## src/rtl/random_stimulus_bank.sv

```systemverilog
// Bank of independent 32-bit Galois LFSR channels with selectable advance modes
// (freeze, free-run, fixed interval, on-demand handshake) and seed reload.
module random_stimulus_bank #(
   parameter int          WIDTH    = 32,
   parameter int          CHANNELS = 4,
   parameter logic [31:0] SEED     = 32'h0000_0001,
   parameter int          PERIOD   = 3
) (
   input  logic                      clk,
   input  logic                      reset,
   input  logic [1:0]                mode,
   input  logic                      step_req,
   output logic                      step_ack,
   input  logic                      seed_load,
   input  logic [31:0]               seed_in,
   output logic [CHANNELS*WIDTH-1:0] rand_out,
   output logic                      rand_valid,
   output logic [15:0]               advance_count
);

   typedef enum logic [1:0] {
      MODE_FREEZE   = 2'b00,
      MODE_FREE     = 2'b01,
      MODE_INTERVAL = 2'b10,
      MODE_DEMAND   = 2'b11
   } mode_t;

   localparam logic [31:0] TAPS   = 32'h8020_0003;
   localparam logic [31:0] GOLDEN = 32'h9E37_79B9;
   localparam logic [15:0] LAST   = 16'(PERIOD - 1);

   // An all-zero Galois state would lock up, so a zero derived seed becomes 1.
   function automatic logic [31:0] derive_seed(input logic [31:0] base, input int unsigned k);
      logic [31:0] d;
      d = base ^ (k[31:0] * GOLDEN);
      if (d == 32'h0) d = 32'h0000_0001;
      return d;
   endfunction

   function automatic logic [31:0] lfsr_step(input logic [31:0] s);
      return (s >> 1) ^ (s[0] ? TAPS : 32'h0);
   endfunction

   mode_t       cur_mode;
   logic [31:0] state [CHANNELS];
   logic [15:0] icnt;
   logic        interval_hit;
   logic        advance;
   logic        ack_next;

   assign cur_mode     = mode_t'(mode);
   assign interval_hit = (icnt == LAST);

   // Decide whether this cycle advances; a seed load always wins over an advance.
   always_comb begin
      advance  = 1'b0;
      ack_next = 1'b0;
      case (cur_mode)
         MODE_FREE:     advance = 1'b1;
         MODE_INTERVAL: advance = interval_hit;
         MODE_DEMAND: begin
            ack_next = step_req && !step_ack && !seed_load;
            advance  = ack_next;
         end
         default: ;
      endcase
      if (seed_load) advance = 1'b0;
   end

   // Interval counter idles at zero outside interval mode so entry always waits a full period.
   always_ff @(posedge clk) begin
      if (reset) begin
         icnt <= 16'h0;
      end else if (seed_load || cur_mode != MODE_INTERVAL || interval_hit) begin
         icnt <= 16'h0;
      end else begin
         icnt <= icnt + 16'h1;
      end
   end

   always_ff @(posedge clk) begin
      for (int k = 0; k < CHANNELS; k++) begin
         if (reset) begin
            state[k] <= derive_seed(SEED, k);
         end else if (seed_load) begin
            state[k] <= derive_seed(seed_in, k);
         end else if (advance) begin
            state[k] <= lfsr_step(state[k]);
         end
      end
   end

   always_ff @(posedge clk) begin
      if (reset) begin
         step_ack      <= 1'b0;
         rand_valid    <= 1'b0;
         advance_count <= 16'h0;
      end else begin
         step_ack   <= ack_next;
         rand_valid <= advance || seed_load;
         if (seed_load) begin
            advance_count <= 16'h0;
         end else if (advance) begin
            advance_count <= advance_count + 16'h1;
         end
      end
   end

   for (genvar g = 0; g < CHANNELS; g++) begin : g_out
      assign rand_out[g*WIDTH +: WIDTH] = state[g][WIDTH-1:0];
   end

endmodule

```

## config.mk

```make
export PLATFORM = sky130hd
export DESIGN_NAME = random_stimulus_bank
export DESIGN_NICKNAME = d
export VERILOG_FILES = /design/src/rtl/random_stimulus_bank.sv
export SDC_FILE = /design/constraint.sdc
export NUM_CORES = 1
export LEC_CHECK = 0
export BUFFER_PORTS_ARGS = -buffer_cell sky130_fd_sc_hd__buf_2
export CORE_UTILIZATION = 40
export DETAILED_ROUTE_END_ITERATION = 8
export SLEW_MARGIN = 30
export SYNTH_ARGS = -nofsm -noshare
export SYNTH_HDL_FRONTEND = slang
export SYNTH_SLANG_ARGS = --single-unit
```

## constraint.sdc

```tcl
create_clock -name clk -period 7.61 [get_ports clk]
set_input_delay 1.1415 -clock clk [delete_from_list [all_inputs] [get_ports clk]]
set_output_delay 1.1415 -clock clk [all_outputs]
set_load 0.03 [all_outputs]
```

# == After elaboration in Yosys (flattened, before gate mapping) ==
# Memories as Yosys holds them, arrays and structs flattened.
# Index checks and enable logic that the tools add are counted.
# totals
ram_bits,128
register_bits,34
memories,1
in_bits,38
# classes
reduce_logical,14
bitwise,16
n_eq_ne,5
n_addsub,2
mux,35
# memory_table
memory,words,word_bits,read_ports,rd_clocked_by_memory_dff,write_ports,line_no,rtl
state,4,32,4,0,4,45,logic [31:0] state [CHANNELS];
# ops
operator,n
$mux W32,24
$logic_not A32 Y1,4
$xor A31 B32 Y32,4
$add A16 B1 Y16 const B,2
$not A20 Y20,1
$not A19 Y19,1
$not A18 Y18,1
$eq A16 B2 Y1 const B,1
$mux W1,10
$or A1 B1 Y1,8
$reduce_or A2 Y1,3
$eq A2 B2 Y1 const B,2
$logic_or A1 B1 Y1,3
$pmux W1 S3,1
$eq A2 B1 Y1 const B,1
$logic_and A1 B1 Y1,2
$logic_not A1 Y1,2
$ne A2 B2 Y1 const B,1
$not A1 Y1,1

# == Depth between registers and ports, before layout ==
# Gate-level depths: netlist of the first run.
# logic_depth
word_depth,10
ltp_mapped,9
depth_no_buf,7

# == Least setup slack after synthesis of the first run ==
# Ideal clock, no wire load.
# synth_path
path_type,input -> register
startpoint,input seed_load
endpoint,"memory state[0][0], enable pin"
setup_time_ns,0.458
required_ns,7.152
cell_stages,6
n_path_buf,2
path_slack_ns,3.000
arrival_time_ns,4.152
cell_sequence,or3b_4 > a21boi_2 > a21oi_2 > buf_6 > clkbuf_1 > nand2_1
# synth_lines
item,line_no,rtl
start: declaration,14,"input logic seed_load,"
end: declaration,45,

==> impl_results.md, run 1 <==
- Number of gates resized after CTS: 0
- Area grow syn2layout: 24.5%
- Most common cell after layout, fill and taps aside: buf_2
- CTS max path bufs: 2
- Crit path buf inv count: 3
- Uppermost layer routed: met4
- CP startpoint kind: input port
- Syn Inst Count: 561
- Overflow after GRT: 0
- RSZ-0062 raised after global routing: false
- Number of global-route vias before repair: 5095
- Wire length on met1: 8630 µm
- WP depth: 8
- Die Height: roughly 140 µm
- Peak Freq: ~300 MHz
- Hold Violations, Final: 0
- Die Wd: about 140 µm
- Critical Path Start: seed_load
- Fin worst setup slack: 4.33 ns
- WHS: roughly 0.47 ns
- Worst Path Required: 7.75 ns
- Initial core utilization: 0.411
- I/O pins: 184
- Number of synthesized flops with an enable pin: 128
- Worst Max-Slew Pin Slew: slightly below 0.9 ns
- Hold Crit Class: reg -> reg
- Sequential fraction of the synthesis area: 0.634
- Fraction of registers with async set/reset: 0
- Placer Congestion: roughly 0.84
- Fin area: around 0.009 mm²
- Met3 wire length: 2200 µm
- Avg Synthesized Cell Area: 12.7 µm²
- Crit path max fanout: 73
- Setup-failing EPs final: 0
- Clock latency on the worst-skew pair: 0.43 ns
- Relative slew slack: 0.416
- Setup CP Type: in -> reg
- DRC: 0
- Post-Route WL: approximately 20000 µm
- # Max-Cap Violations: 0
- FF-to-FF setup slack: ~5 ns
- PD cells: 251 mW/mm²
- Initial DRT Pass Iterations: 6
- Clock Tree Root: clkbuf_16
- YS warnings: 0
- Final Cycle Share: 0.432
- Setup bufs post-CTS: 0
- DR iter-0 viols: between 400 and 500
- Fin Setup TNS: 0 ns
- TritonCTS clock tree: built
- Via-to-Cell Ratio: about 5.8
- Slew Viols, Final: 0
- H-tree depth: 4
- Worst vdd ir: around 160 µV
- Reg2reg start: icnt[9]
- Core Area: approximately 0.017 mm²
- Hold-fix buffers, CTS: 0
- Port Buffers: 183
- Share of cells above drive strength 1: 0.310
- Via count: 5640
- Num CTS Buffers: 17
- Status: completed
- Power, Total: 2.23 mW
- R2R cell count: 7
- Largest net degree at the start of global routing: 97
- Net count reported at finish: approximately 770
- Worst Clk Skew: between 0.01 and 0.015 ns
- Initial antenna violation count: 0
- HPWL after detailed placement: ~14000 µm
- Crit-path max cell delay: ~0.63 ns
- Wire length per cell: between 20 and 25 µm
- Crit-path cells: buf_2, or3b_4, a21boi_2, a21oi_4, buf_4, nor2_4, buf_4, a21boi_0
- Placed inst area: between 0.008 and 0.009 mm²
- DP Worst Slack: between 3 and 4 ns
- Die area: ~0.018 mm²
- Syn Nets: roughly 600
- Slowest-stage cell, CP: buf_4
- Static Leak: between 3 and 4 nW
- Total GRT Usage: 0.225
- Commonest cells after routing, fill and taps aside: buf_2 (183), edfxtp_1 (128), a22o_1 (66)
- CP top delay family: buffers and inverters
- Post-route minimum period: around 3.3 ns
- Synth Flop Type: edfxtp_1
- Post-DRT Antenna Nets: 0
- End-of-flow core utilization: 0.511
- Met2 Routed Length: between 9000 and 10000 µm
- Cell row count: 48
- First-pass GRT wire length: 30200 µm
- Seq cells post-synth: roughly 160
- Clk slew on worst S/H paths: around 0.070 ns
- CTS sink cnt: roughly 160
- Reg2reg end: state[3][1]
- Worst setup endpoint: state[3][1]
- Synth unique cells: 42
- Worst path arrival time: roughly 3.4 ns
- Dpl cells: roughly 940
- Mapped Area: just over 0.007 mm²
- Final instance count without filler cells: 972
- Most frequent CP cell: buf_4
- Critical Path Sink Type: flip-flop
registers in the layout, indices dropped and copies added, names as in the netlist:
name / cells
state: 128
advance_count: 16
icnt: 16
rand_valid: 1
step_ack: 1
area by class of cell:
cell class / instances / area, µm²
Clock inverter: 15 / 171
Fill cell: 1525 / 8480
Clock buffer: 17 / 425
Multi-Input combinational cell: 357 / 2460
Timing Repair Buffer: 190 / 992
Inverter: 5 / 18.8
Sequential cell: 162 / 4520
Antenna cell: 1 / 2.50
Tap cell: 225 / 282
layer usage:
metal	vias up	track usage
met5	-	0
met4	0	0.0674
met3	32	0.0786
met2	287	0.334
met1	2781	0.308
li1	2540	-
worst min-delay path by stage:
stage / startpoint / depth (start not counted) / slack (ns) / to
floorplan: icnt[0] / 1 / 0.43 / icnt[0]
global route: icnt[0] / 1 / 0.50 / icnt[0]
global placement: icnt[0] / 1 / 0.44 / icnt[0]
detailed placement: icnt[0] / 1 / 0.47 / icnt[0]
CTS: icnt[0] / 1 / 0.48 / icnt[0]
finish: icnt[0] / 1 / 0.47 / icnt[0]
kinds of logic after synthesis:
logic type,synth area share
and+or+nand+nor,0.123
xor gates and xnor gates,0.0307
muxes,0.00140
DFF,0.634
adders and majority gates,0.00526
AOI/OAI and AO/OA,0.181
buffers and inverters,0.0244
Yosys cell counts, drive strengths merged, types with 3 or more instances:
cell type | number | share of area
edfxtp | 128 | 0.54
a22o | 66 | 0.081
nand2 | 38 | 0.020
dfxtp | 34 | 0.095
a2bb2oi | 33 | 0.041
clkbuf | 26 | 0.014
nor2 | 24 | 0.013
a21oi | 23 | 0.017
o21ai | 21 | 0.015
nand2b | 19 | 0.017
o31ai | 18 | 0.019
or3 | 15 | 0.013
nand3 | 14 | 0.0098
xnor2 | 13 | 0.016
xor2 | 12 | 0.015
buf | 11 | 0.0081
nand4 | 10 | 0.0088
nor4 | 9 | 0.0079
nor3 | 7 | 0.0049
and4 | 6 | 0.0074
inv | 5 | 0.0026
and2 | 3 | 0.0026
ha | 3 | 0.0053
nand4b | 3 | 0.0037
or4 | 3 | 0.0032
power by group:
part | internal, mW | switching [mW]
sequential | 1.02 | 0.0396
combinational | 0.0874 | 0.208
clock | 0.495 | 0.380
total | 1.60 | 0.627
Power figures use the tool's default switching activity.
==> run 2: changes to the inputs <==
--- a/config.mk
+++ b/config.mk
@@ -8,6 +8,7 @@
 export BUFFER_PORTS_ARGS = -buffer_cell sky130_fd_sc_hd__buf_2
 export CORE_UTILIZATION = 40
 export DETAILED_ROUTE_END_ITERATION = 8
+export PLACE_DENSITY = 0.66
 export SLEW_MARGIN = 30
 export SYNTH_ARGS = -nofsm -noshare
 export SYNTH_HDL_FRONTEND = slang
==> constraint.sdc (replaced) <==
create_clock -name clk -period 2.7 [get_ports clk]
set_input_delay 0.405 -clock clk [delete_from_list [all_inputs] [get_ports clk]]
set_output_delay 0.405 -clock clk [all_outputs]
set_load 0.03 [all_outputs]
==> impl_results.md, run 2 (same netlist as run 1, synthesis figures left out) <==
- Cell row count: 48 (unchanged)
- Area grow syn2layout: 24.6%
- Setup-failing EPs final: 0 (unchanged)
- Worst Max-Slew Pin Slew: 0.574 ns (-0.302 ns)
- Hold Violations, Final: 0 (unchanged)
- Slew Viols, Final: 0 (unchanged)
- FF-to-FF setup slack: 0.46 ns (-4.50 ns)
- First-pass GRT wire length: 31200 µm (+3.5%)
- Max reg flops: 128 (unchanged)
- Status: completed
- Clk slew on worst S/H paths: 0.06 ns (about the same)
- Top reg by flops: state
- Top Registers: state: 128 flops, advance_count: 16 flops, icnt: 16 flops
- Filler cells: 1575 (+3.3%)
- Die area: 0.0184 mm² (unchanged)
- DRC: 0 (unchanged)
- Critical Path Sink Type: flip-flop
- Most common cell after layout, fill and taps aside: buf_2
- Slowest-stage cell, CP: buf_4
- Fin Setup TNS: 0 ns (unchanged)
- DP Worst Slack: 0.434 ns (-3.45 ns)
- # Max-Cap Violations: 0 (unchanged)
- Overflow after GRT: 0 (unchanged)
- HPWL after detailed placement: 14500 µm (+4.1%)
- H-tree depth: 4 (unchanged)
- Wire length per cell: 21.3 µm (+0.93%)
- Net count reported at finish: 778 (+0.52%)
- PD cells: 689 mW/mm² (+170%)
- WHS: 0.220 ns (-0.250 ns)
- Post-route minimum period: about 2.2 ns
- Die Height: 136 µm (unchanged)
- CTS sink cnt: 162 (unchanged)
- Worst vdd ir: 454 µV (+180%)
- Initial core utilization: 0.411 (unchanged)
- Number of gates resized after CTS: 0 (unchanged)
- Hold Crit Class: in -> reg
- Hold_sp: mode[0]
- Via-to-Cell Ratio: 5.81 (+0.16%)
- Initial antenna violation count: 1 (+1)
- Number of global-route vias before repair: 5434 (+6.7%)
- Crit-path cells: inv_1, ha_1, nor4b_2, and4_1, a21oi_4, nand2b_1, buf_4, o21ai_0
- Critical Path Start: icnt[0]
- Setup CP Type: reg -> reg
- TritonCTS clock tree: built
- Clock latency on the worst-skew pair: 0.42 ns (about the same)
- Worst Clk Skew: 0.0108 ns (-0.00288 ns)
- Power, Total: 6.12 mW (+170%)
- Relative slew slack: 0.616 (+0.200)
- I/O pins: 184 (unchanged)
- Crit-path max cell delay: 0.40 ns (-0.23 ns)
- Worst path arrival time: 2.39 ns (-1.03 ns)
- Hold-fix buffers, CTS: 0 (unchanged)
- Placer Congestion: 0.821 (-1.8%)
- DR iter-0 viols: 533 (+18%)
- Reg2reg start: icnt[0]
- Commonest cells after routing, fill and taps aside: buf_2 (183), edfxtp_1 (128), a22o_1 (66)
- Post-DRT Antenna Nets: 0 (unchanged)
- Peak Freq: roughly 450 MHz
- Port Buffers: 183 (unchanged)
- Largest net degree at the start of global routing: 74 (-24%)
- Core Area: 0.0174 mm² (unchanged)
- CP startpoint kind: flip-flop
- Total GRT Usage: 0.230 (+0.00513)
- Fin area: 0.00889 mm² (+0.13%)
- Final Cycle Share: 0.829
- RSZ-0062 raised after global routing: false
- Worst Path Required: 2.85 ns (-4.90 ns)
- CTS max path bufs: 2 (unchanged)
- Share of cells above drive strength 1: 0.312 (+0.00235)
- Via count: 5678 (+0.67%)
- Initial DRT Pass Iterations: 5 (-1)
- Clock Tree Root: clkbuf_16
- Post-Route WL: 20800 µm (+1.4%)
- Die Wd: 136 µm (unchanged)
- Static Leak: 3.38 nW (about the same)
- Crit path max fanout: 37 (-49%)
- Placed inst area: 0.00832 mm² (+0.53%)
- Num CTS Buffers: 17 (unchanged)
- Fin worst setup slack: 0.463 ns (-3.86 ns)
- Setup bufs post-CTS: 0 (unchanged)
run 2: area by class of cell:
type | count | area, µm² | area share
Clock inverter | 14 | 133 | 0.0149
Multi-Input combinational cell | 357 | 2460 | 0.277
Sequential cell | 162 | 4520 | 0.509
Tap cell | 225 | 282 | 0.0317
Timing Repair Buffer | 194 | 1040 | 0.117
Clock buffer | 18 | 429 | 0.0483
Inverter | 5 | 18.8 | 0.00211
Antenna cell | 2 | 5.00 | 0.000563
run 2: worst paths after layout:
check,end,depth (start not counted)
worst max-delay path,state[1][0],8
worst min-delay path,step_ack,3
worst max register to register,state[1][0],8
worst min register to register,icnt[0],1
run 2: power breakdown:
group | switching [mW] | internal (mW)
sequential | 0.111 | 2.87
clock | 1.01 | 1.28
combinational | 0.594 | 0.252
total | 1.72 | 4.40
run 2: metrics by stage:
stage	util	std cells
6_report	0.512	977
5_1_grt	0.512	976
4_1_cts	0.512	975
3_5_place_dp	0.479	943
3_3_place_gp	0.479	943
2_1_floorplan	-	561
run 2: critical path, delay by kind of cell (launching register included):
kind / cells / cell delay (ns)
DFF: 1 / 0.37
buffers and inverters: 2 / 0.46
adders and majority gates: 1 / 0.18
AOI/OAI and AO/OA: 2 / 0.42
and+or+nand+nor: 3 / 0.53
run 2: per-layer routing:
layer | GRT usage | vias up | part of all wire
met3 | 0.0677 | 29 | 0.10
met1 | 0.307 | 2789 | 0.41
li1 | - | 2555 | -
met4 | 0.0799 | 0 | 0.018
met5 | 0 | - | 0
met2 | 0.356 | 305 | 0.47
==> run 3: changes to the inputs <==
==> constraint.sdc (replaced) <==
create_clock -name clk -period 1.9 [get_ports clk]
set_input_delay 0.285 -clock clk [delete_from_list [all_inputs] [get_ports clk]]
set_output_delay 0.285 -clock clk [all_outputs]
set_load 0.03 [all_outputs]
==> impl_results.md, run 3 (same netlist as run 1, synthesis figures left out) <==
- Critical Path Sink Type: flip-flop
- First-pass GRT wire length: 34300 µm (+10%)
- Post-route minimum period: 1.97 ns (-0.263 ns)
- Dpl cells: 999 (+5.9%)
- Post-Route WL: 24200 µm (+17%)
- DR iter-0 viols: 561 (+5.3%)
- Setup-failing EPs final: 230 (+230)
- Most frequent CP cell: buf_12
- Via count: 6230 (+9.7%)
- Hold Violations, Final: 0 (unchanged)
- Worst Max-Slew Pin Slew: 0.800 ns (+0.226 ns)
- Crit-path max cell delay: 0.33 ns (-0.07 ns)
- Peak Freq: 507 MHz (+13%)
- Antenna fix cells: 0 (-2)
- Failing checks: setup timing
- Filler cells: 1387 (-12%)
- CP top delay family: buffers and inverters
- Static Leak: 3.97 nW (+18%)
- Num CTS Buffers: 17 (unchanged)
- Commonest cells after routing, fill and taps aside: buf_2 (183), edfxtp_1 (128), a22o_1 (66)
- CTS sink cnt: 162 (unchanged)
- Clock latency on the worst-skew pair: 0.43 ns (about the same)
- Port Buffers: 183 (unchanged)
- Share of cells above drive strength 1: 0.448 (+0.136)
- DP Worst Slack: -0.109 ns (-0.542 ns)
- Critical Path Start: icnt[0]
- Area grow syn2layout: 43.1%
- Post-DRT Antenna Nets: 0 (unchanged)
- Worst vdd ir: 659 µV (+45%)
- Most common cell after layout, fill and taps aside: buf_2
- Number of global-route vias before repair: 5817 (+7.0%)
- # Max-Cap Violations: 0 (unchanged)
- Top reg by flops: state
- Overflow after GRT: 0 (unchanged)
- Placed inst area: 0.00885 mm² (+6.4%)
- HPWL after detailed placement: 16300 µm (+12%)
- Cell row count: 48 (unchanged)
- Setup CP Type: reg -> reg
- Relative slew slack: 0.465 (-0.152)
- Die Height: 136 µm (unchanged)
- PD cells: 884 mW/mm² (+28%)
- Worst path arrival time: 2.15 ns (-0.24 ns)
- Via-to-Cell Ratio: 5.94 (+2.3%)
- Initial DRT Pass Iterations: 5 (unchanged)
- H-tree depth: 4 (unchanged)
- Net count reported at finish: 852 (+9.5%)
- Final instance count without filler cells: 1048 (+7.3%)
- Worst Path Required: 2.08 ns (-0.77 ns)
- FF-to-FF setup slack: -0.07 ns (-0.54 ns)
- Fin area: 0.0102 mm² (+15%)
- RSZ-0062 raised after global routing: true
- I/O pins: 184 (unchanged)
- Total GRT Usage: 0.253 (+0.0227)
- Hold Crit Class: in -> reg
- Reg2reg start: icnt[0]
- Top Registers: state: 128 flops, advance_count: 16 flops, icnt: 16 flops
- Wire length per cell: 23.1 µm (+8.7%)
- End-of-flow core utilization: 0.588 (+0.0760)
- Power, Total: 9.02 mW (+47%)
- DRC: 0 (unchanged)
- CP startpoint kind: flip-flop
- Hold_sp: mode[0]
- Worst Clk Skew: 0.00667 ns (-0.00414 ns)
- Die Wd: 136 µm (unchanged)
- Die area: 0.0184 mm² (unchanged)
- Final Cycle Share: 1.04 (+0.210)
- Fin worst setup slack: -0.0738 ns (-0.537 ns)
- Crit path max fanout: 5 (-86%)
- Status: complete, but fails checks
- Initial core utilization: 0.411 (unchanged)
- CTS max path bufs: 2 (unchanged)
- WP depth: 10 (+2)
- Max reg flops: 128 (unchanged)
- Area occupied by multi-input gates: 0.00291 mm² (+18%)
- R2R cell count: 10 (+2)
- Largest net degree at the start of global routing: 38 (-49%)
- Initial antenna violation count: 0 (-1)
- Placer Congestion: 0.906 (+10%)
- Clock Tree Root: clkbuf_16
- Crit-path cells: inv_2, ha_4, nor4b_4, and4_4, a21oi_4, buf_12, nor2_4, buf_12, clkbuf_16, a22o_1
- Hold Path Stages: 3 (unchanged)
- Clk slew on worst S/H paths: 0.07 ns (about the same)
- Sequential cell area: 0.00453 mm² (+0.17%)
- Crit path buf inv count: 4 (+2)
- Slowest-stage cell, CP: dfxtp_2
- TritonCTS clock tree: built
- Core Area: 0.0174 mm² (unchanged)
- Slew Viols, Final: 0 (unchanged)
run 3: cell types whose count changed in the layout (fill, tap and decap cells not counted), moves of 5 or more:
cell,delta
a21oi_2,+5
buf_12,+5
a2bb2oi_2,+18
a21oi_1,-5
buf_4,+52
clkbuf_16,+6
a2bb2oi_1,-18
o21ai_2,+5
buf_16,+5
o31ai_4,+14
o21ai_0,-6
o31ai_1,-17
run 3: final cells by class:
cell class,count,share of cell area
clock inverter,14,0.0129
inverter,5,0.00184
sequential,162,0.444
multi-input combinational,357,0.285
clock buffer,17,0.0417
timing repair buffer,268,0.187
tap,225,0.0276
run 3: final timing paths:
path	endpoint
min reg2reg	icnt[0]
max	state[2][2]
max reg2reg	state[2][2]
min	step_ack
run 3: worst register-to-register path, cell delays in order, from the launching register on:
cell and delay (ns):
dfxtp_2 0.33, inv_2 0.05, ha_4 0.15, nor4b_4 0.12, and4_4 0.19, a21oi_4 0.20
buf_12 0.15, nor2_4 0.06, buf_12 0.13, clkbuf_16 0.15, a22o_1 0.18
run 3: power by group:
| part | switching (mW) | total (mW) | leakage (nW) | internal [mW] |
|---|---|---|---|---|
| Sequential | 0.176 | 4.25 | 1.57 | 4.07 |
| Combinational | 0.943 | 1.47 | 2.13 | 0.525 |
| Clock | 1.48 | 3.30 | 0.275 | 1.82 |
| Total | 2.60 | 9.02 | 3.97 | 6.42 |
run 3: repair_timing:
action / in CTS / in global routing
resized for setup: 24 / 70
buffers inserted: 3 / 3
hold buffers: 0 / 0
pin swaps: 2 / 18
cloned: 3 / 9
endpoints found under the setup margin: 127 / 265
run 3: layer usage:
layer  up-vias  routed length [µm]  track usage
met5         -                   0            0
met3        45                2750       0.0774
li1       2707                   -            -
met2       387               11800        0.408
met4         0                 637       0.0737
met1      3091                9050        0.326
run 3: per-stage QoR:
step / TNS, ns / hold WS [ns]
detailed placement: -7.26 / 0.492
floorplan: -13.87 / 0.394
global route: -22.60 / 0.0910
CTS: -1.52 / 0.0832
global placement: -4.83 / 0.470
finish: -9.15 / 0.0915
